**config.mk**
```make
export PLATFORM = sky130hd
export DESIGN_NAME = imem_boot_loader_flat
export DESIGN_NICKNAME = d
export VERILOG_FILES = /design/src/rtl/imem_boot_loader_if.sv /design/src/rtl/imem_boot_loader.sv /design/src/flat_wrapper.sv
export SDC_FILE = /design/constraint.sdc
export NUM_CORES = 1
export LEC_CHECK = 0
export CAP_MARGIN = 25
export CORE_MARGIN = 5
export CORE_UTILIZATION = 35
export CTS_CLUSTER_SIZE = 30
export DETAILED_ROUTE_END_ITERATION = 10
export PLACE_DENSITY_LB_ADDON = 0.05
export SLEW_MARGIN = 5
export SYNTH_ARGS = -nofsm -noshare
export SYNTH_HDL_FRONTEND = slang
export SYNTH_SLANG_ARGS = --single-unit
```
**constraint.sdc**
```tcl
create_clock -name clk -period 2.9 [get_ports clk]
set_input_delay 0.58 -clock clk [delete_from_list [all_inputs] [get_ports clk]]
set_output_delay 0.58 -clock clk [all_outputs]
set_load 0.03 [all_outputs]
```
**src/rtl/imem_boot_loader_if.sv**
```systemverilog
// Signal bundle between the boot loader, the byte stream source, the fetch stage and the instruction RAM.
interface imem_boot_loader_if #(
    parameter int CNT_W = 16
);
    logic             start;
    logic             byte_valid;
    logic [7:0]       byte_data;
    logic             byte_ready;
    logic [31:0]      fetch_addr;
    logic [31:0]      fetch_instr;
    logic [31:0]      imem_addr;
    logic [31:0]      imem_wr_data;
    logic             imem_wr_en;
    logic [31:0]      imem_rd_data;
    logic             cpu_stall;
    logic             load_done;
    logic             load_err;
    logic [CNT_W-1:0] words_loaded;

    modport slave (
        input  start, byte_valid, byte_data, fetch_addr, imem_rd_data,
        output byte_ready, fetch_instr, imem_addr, imem_wr_data, imem_wr_en,
               cpu_stall, load_done, load_err, words_loaded
    );

    modport master (
        output start, byte_valid, byte_data, fetch_addr, imem_rd_data,
        input  byte_ready, fetch_instr, imem_addr, imem_wr_data, imem_wr_en,
               cpu_stall, load_done, load_err, words_loaded
    );
endinterface

```
**src/rtl/imem_boot_loader.sv**
```systemverilog
// Boot-time loader for the single-port instruction RAM: assembles a length-prefixed little-endian
// byte stream into words, writes them, then hands the RAM address port to instruction fetch.
module imem_boot_loader #(
    parameter logic [31:0] BASE_ADDR   = 32'h0000_0000,
    parameter int          DEPTH_WORDS = 2048,
    parameter int          CNT_W       = 16
) (
    input logic              clk,
    input logic              reset,
    imem_boot_loader_if.slave bus
);
    localparam logic [31:0] NOP = 32'h0000_0013;

    typedef enum logic [1:0] {S_HDR, S_DATA, S_WRITE, S_DONE} state_t;

    state_t           state;
    logic [1:0]       byte_cnt;
    logic [31:0]      word_q;
    logic [CNT_W-1:0] n_words;
    logic [CNT_W-1:0] words_loaded;
    logic [CNT_W-1:0] next_count;
    logic             load_done;
    logic             load_err;
    logic             take;
    logic [31:0]      full_word;

    assign take       = bus.byte_valid && bus.byte_ready;
    assign full_word  = {bus.byte_data, word_q[23:0]};
    assign next_count = words_loaded + CNT_W'(1);

    // Byte assembly register is pure datapath and needs no reset.
    always_ff @(posedge clk) begin
        if (take) begin
            word_q[8*byte_cnt +: 8] <= bus.byte_data;
        end
    end

    always_ff @(posedge clk or posedge reset) begin
        if (reset) begin
            state        <= S_HDR;
            byte_cnt     <= 2'd0;
            n_words      <= '0;
            words_loaded <= '0;
            load_done    <= 1'b0;
            load_err     <= 1'b0;
        end else begin
            case (state)
                S_HDR: begin
                    if (take) begin
                        byte_cnt <= byte_cnt + 2'd1;
                        if (byte_cnt == 2'd3) begin
                            // Oversized images are rejected before any RAM write happens.
                            if (full_word == 32'd0) begin
                                state     <= S_DONE;
                                load_done <= 1'b1;
                            end else if (full_word > 32'(DEPTH_WORDS)) begin
                                state    <= S_DONE;
                                load_err <= 1'b1;
                            end else begin
                                n_words <= full_word[CNT_W-1:0];
                                state   <= S_DATA;
                            end
                        end
                    end
                end
                S_DATA: begin
                    if (take) begin
                        byte_cnt <= byte_cnt + 2'd1;
                        if (byte_cnt == 2'd3) begin
                            state <= S_WRITE;
                        end
                    end
                end
                S_WRITE: begin
                    words_loaded <= next_count;
                    if (next_count == n_words) begin
                        state     <= S_DONE;
                        load_done <= 1'b1;
                    end else begin
                        state <= S_DATA;
                    end
                end
                S_DONE: begin
                    if (bus.start) begin
                        state        <= S_HDR;
                        byte_cnt     <= 2'd0;
                        n_words      <= '0;
                        words_loaded <= '0;
                        load_done    <= 1'b0;
                        load_err     <= 1'b0;
                    end
                end
                default: state <= S_HDR;
            endcase
        end
    end

    assign bus.byte_ready   = (state == S_HDR) || (state == S_DATA);
    assign bus.imem_wr_en   = (state == S_WRITE);
    assign bus.imem_wr_data = word_q;
    assign bus.cpu_stall    = (state != S_DONE);
    assign bus.load_done    = load_done;
    assign bus.load_err     = load_err;
    assign bus.words_loaded = words_loaded;

    // Fetch owns the address port only once loading has finished; the path is a bare mux.
    assign bus.imem_addr   = (state == S_DONE)  ? bus.fetch_addr :
                             (state == S_WRITE) ? BASE_ADDR + (32'(words_loaded) << 2) :
                                                  BASE_ADDR;
    assign bus.fetch_instr = (state == S_DONE) ? bus.imem_rd_data : NOP;
endmodule

```
**src/flat_wrapper.sv**
```systemverilog
// flat-port wrapper written by rule: the top's interface ports become plain ports
module imem_boot_loader_flat 
#(
    parameter logic [31:0] BASE_ADDR   = 32'h0000_0000,
    parameter int          DEPTH_WORDS = 2048,
    parameter int          CNT_W       = 16
)
  (clk, reset, bus_start, bus_byte_valid, bus_byte_data, bus_fetch_addr, bus_imem_rd_data, bus_byte_ready, bus_fetch_instr, bus_imem_addr, bus_imem_wr_data, bus_imem_wr_en, bus_cpu_stall, bus_load_done, bus_load_err, bus_words_loaded);
  imem_boot_loader_if #(.CNT_W(CNT_W)) bus_i ();
  input logic clk;
  input logic reset;
  input wire logic [$bits(bus_i.start)-1:0] bus_start;
  input wire logic [$bits(bus_i.byte_valid)-1:0] bus_byte_valid;
  input wire logic [$bits(bus_i.byte_data)-1:0] bus_byte_data;
  input wire logic [$bits(bus_i.fetch_addr)-1:0] bus_fetch_addr;
  input wire logic [$bits(bus_i.imem_rd_data)-1:0] bus_imem_rd_data;
  output wire logic [$bits(bus_i.byte_ready)-1:0] bus_byte_ready;
  output wire logic [$bits(bus_i.fetch_instr)-1:0] bus_fetch_instr;
  output wire logic [$bits(bus_i.imem_addr)-1:0] bus_imem_addr;
  output wire logic [$bits(bus_i.imem_wr_data)-1:0] bus_imem_wr_data;
  output wire logic [$bits(bus_i.imem_wr_en)-1:0] bus_imem_wr_en;
  output wire logic [$bits(bus_i.cpu_stall)-1:0] bus_cpu_stall;
  output wire logic [$bits(bus_i.load_done)-1:0] bus_load_done;
  output wire logic [$bits(bus_i.load_err)-1:0] bus_load_err;
  output wire logic [$bits(bus_i.words_loaded)-1:0] bus_words_loaded;
  assign bus_i.start = bus_start;
  assign bus_i.byte_valid = bus_byte_valid;
  assign bus_i.byte_data = bus_byte_data;
  assign bus_i.fetch_addr = bus_fetch_addr;
  assign bus_i.imem_rd_data = bus_imem_rd_data;
  assign bus_byte_ready = bus_i.byte_ready;
  assign bus_fetch_instr = bus_i.fetch_instr;
  assign bus_imem_addr = bus_i.imem_addr;
  assign bus_imem_wr_data = bus_i.imem_wr_data;
  assign bus_imem_wr_en = bus_i.imem_wr_en;
  assign bus_cpu_stall = bus_i.cpu_stall;
  assign bus_load_done = bus_i.load_done;
  assign bus_load_err = bus_i.load_err;
  assign bus_words_loaded = bus_i.words_loaded;
  imem_boot_loader #(.BASE_ADDR(BASE_ADDR), .DEPTH_WORDS(DEPTH_WORDS), .CNT_W(CNT_W)) u_core (.clk(clk), .reset(reset), .bus(bus_i));
endmodule
```
==> reports/metrics.csv <==
metric;value;unit
path_cells;nand2_1 > or2_2 > clkdlybuf4s50_1;
worst_pin_slew;0.768;ns
antenna_found_initial;0;
grt_start_max_net_pins;51;
place_hpwl;10100;um
grt_pass1_vias;3842;
worst_slack;0.159;ns
initial_utilization;0.360;
hold_viol;0;
synth.ff_latch_count;70;
drt_wl_total;13200;um
ant_nets;0;
die-area;14100;sq um
grt_busiest_layer;met2;
slew_headroom;0.487;
startpoint;u_core.state[0]$_DFFE_PP0P_;
syn_area_per_cell;9.26;sq um
grt_util_met3;0.0525;
yosysTopAreaCellShare;0.232;
cts_hold_buf;0;
synth_nets;530;
path_clk_slew;0.06;ns
grt_usage;0.186;
antennaDiodeCount;0;
post_drt_wl_per_cell;17.0;um
netlist_top_cells_area;edfxtp_1 23%, dfrtp_1 23%, and3_1 7.0%, and2_1 6.0%, nand2_1 4.6%;
clock_latency;0.33;ns
critPathSlowestCell;dfrtp_4;
overflow;0;
clkSinkCount;70;
synth_async_sr_flop_share;0.543;
min_period_over_period;0.945;
cts_tree;built;
clockRootBuffer;clkbuf_16;
pre_cts_ws;0.271;ns
vdd_ir_drop_max;361;uV
dr.first_iter.drc_count;164;
grt_pass1_wl;21100;um
fin_skew;0.00768;ns
yosys_warnings;0;
crit_path_start_kind;flop;
synth_area;4140;sq um
post-route-min-period;2.74;ns
nets;715;
max_stage_delay;0.67;ns
critPathKind;flop to output port;
yosysSeqAreaShare;0.462;
rsz0062_at_grt;false;
synthDistinctLibCells;45;
numPortBuffers;192;
synth_edf_count;32;
n_fill_cell;1023;
slew_viol_final;0;
p_leak;0.00270;uW
required;2.32;ns
p_per_area;848;nW/um^2
drc;0;
setup_tns;0;ns
first_pass_iters;5;
chipHeight;119;um
gp_congestion;0.847;
layout-drive-gt1-share;0.0895;
r2r_start;u_core.bus.words_loaded[0]$_DFFE_PP0P_;
routed-via-count;3925;
utilization;0.562;
worst_setup_path_end_kind;output port;
areaGrowthSynthToFinish;56.4;%
cts_max_level;3;
setup-violations-final;0;
viasPerCell;5.03;
pin_count;193;
num_rows;39;
clock.fmax;365;MHz
netlist_instances;447;
crit_fanout;50;
synth_ff_type;dfrtp_1;
met2_usage;0.313;
use_met1;0.231;
die_w;119;um
arrival;2.16;ns
hp-start;u_core.n_words[10]$_DFFE_PP0P_;
clock_path_buffers;2;
core;11500;sq um
holdCritPathClass;flop to flop;
cap_violations;0;
power.total;5490;uW
synth_top_area_cell;edfxtp_1;
cts_buffers;9;
run_status;complete, no violations;
logic make-up after synthesis:
logic type               after synthesis  synth area share
multiplexers                          16            0.0387
AND/OR/NAND/NOR                      222             0.292
AO/OA/AOI/OAI                         72             0.102
XOR/XNOR                              21            0.0444
flip-flops                            70             0.462
buffers and inverters                 39            0.0402
adder cells (fa/ha/maj)                7            0.0212
stage by stage:
stage,instances,cell area [sq um],hold WS (ns)
2_1_floorplan,447,4140,0.469
3_3_place_gp,763,6160,0.489
3_5_place_dp,764,6170,0.493
4_1_cts,780,6470,0.510
5_1_grt,780,6470,0.520
6_report,780,6470,0.504
cells in the final DEF, fill, tap and decap left out, types with 9 or more instances in the layout:
cell / instances
a21oi_1: 12
edfxtp_1: 32
and2_1: 40
dfrtp_1: 37
clkdlybuf4s50_1: 175
inv_1: 9
clkbuf_16: 9
xnor2_1: 15
nor2_1: 33
nand3_1: 10
o21ai_1: 17
and3_1: 46
mux2i_1: 16
o21ai_0: 22
nand2_1: 51
buf_4: 27
nor4_1: 12
path summary, 6_finish.rpt:
check | end | slack [ns] | depth (start not counted)
worst max-delay path | bus_fetch_instr[4] | 0.16 | 3
worst min-delay path | u_core.n_words[10]$_DFFE_PP0P_ | 0.50 | 2
worst max register to register | u_core.bus.load_done$_DFFE_PP0P_ | 0.40 | 7
worst min register to register | u_core.n_words[10]$_DFFE_PP0P_ | 0.50 | 2
max in group asynchronous | u_core.state[0]$_DFFE_PP0P_ | 1.85 | 3
min in group asynchronous | u_core.bus.words_loaded[6]$_DFFE_PP0P_ | 0.68 | 3
where the power goes:
group          internal [uW]  leakage (uW)  switching, uW
sequential              1390      0.000798            499
combinational           1120       0.00176           1380
clock                    668      0.000146            438
total                   3180       0.00270           2310
Yosys cell counts, types with 2 or more instances:
master / count
a21oi_1: 12
nor3b_1: 3
xnor2_1: 15
buf_1: 2
inv_1: 9
and2_1: 40
xor2_1: 6
nand4_1: 4
and3_1: 46
clkbuf_1: 20
or2_2: 3
a211o_1: 2
mux2i_1: 16
ha_1: 7
o31ai_1: 4
edfxtp_1: 32
o41ai_1: 3
or3_1: 2
nand4_2: 2
a31oi_1: 5
buf_2: 4
buf_4: 2
nand2_1: 51
nor2_1: 33
nor3_1: 5
a221oi_1: 2
nor2b_1: 2
nand3_1: 10
o22ai_1: 2
nor4_2: 2
dfrtp_1: 38
o21ai_0: 22
and4_1: 2
nor4_1: 12
o21ai_1: 17
routing by layer:
| layer | vias to the layer above | wire length (um) |
|---|---|---|
| met5 | - | 0 |
| met4 | 0 | 196 |
| met3 | 18 | 848 |
| met2 | 128 | 6640 |
| met1 | 1815 | 5530 |
| li1 | 1964 | - |
state kept, by name (all words and copies together) (netlist names):
name,flops
u_core.n_words,16
u_core.bus.imem_wr_data,32
u_core.state,2
u_core.bus.words_loaded,16
u_core.bus.load_done,1
u_core.byte_cnt,2
u_core.bus.load_err,1
repair_timing:
action | CTS | global route
resized for setup | 1 | 0
endpoints found under the setup margin | 3 | 0
setup buffers | 0 | 0
critical path: cells and delay by family, from the launching register on:
family | cells | cell delay [ns]
buffers and inverters | 1 | 0.60
and+or+nand+nor | 2 | 0.57
DFF | 1 | 0.67
area by class of cell:
type                    count  area, sq um  area share
repair buffers            203         1970       0.305
flip-flops and latches     70         1920       0.296
clock inverters             7         73.8      0.0114
inverters                  10         37.5     0.00580
well taps                 143          179      0.0276
multi-input cells         338         2070       0.319
clock buffers               9          225      0.0348
(Power assumes the default switching activity.)
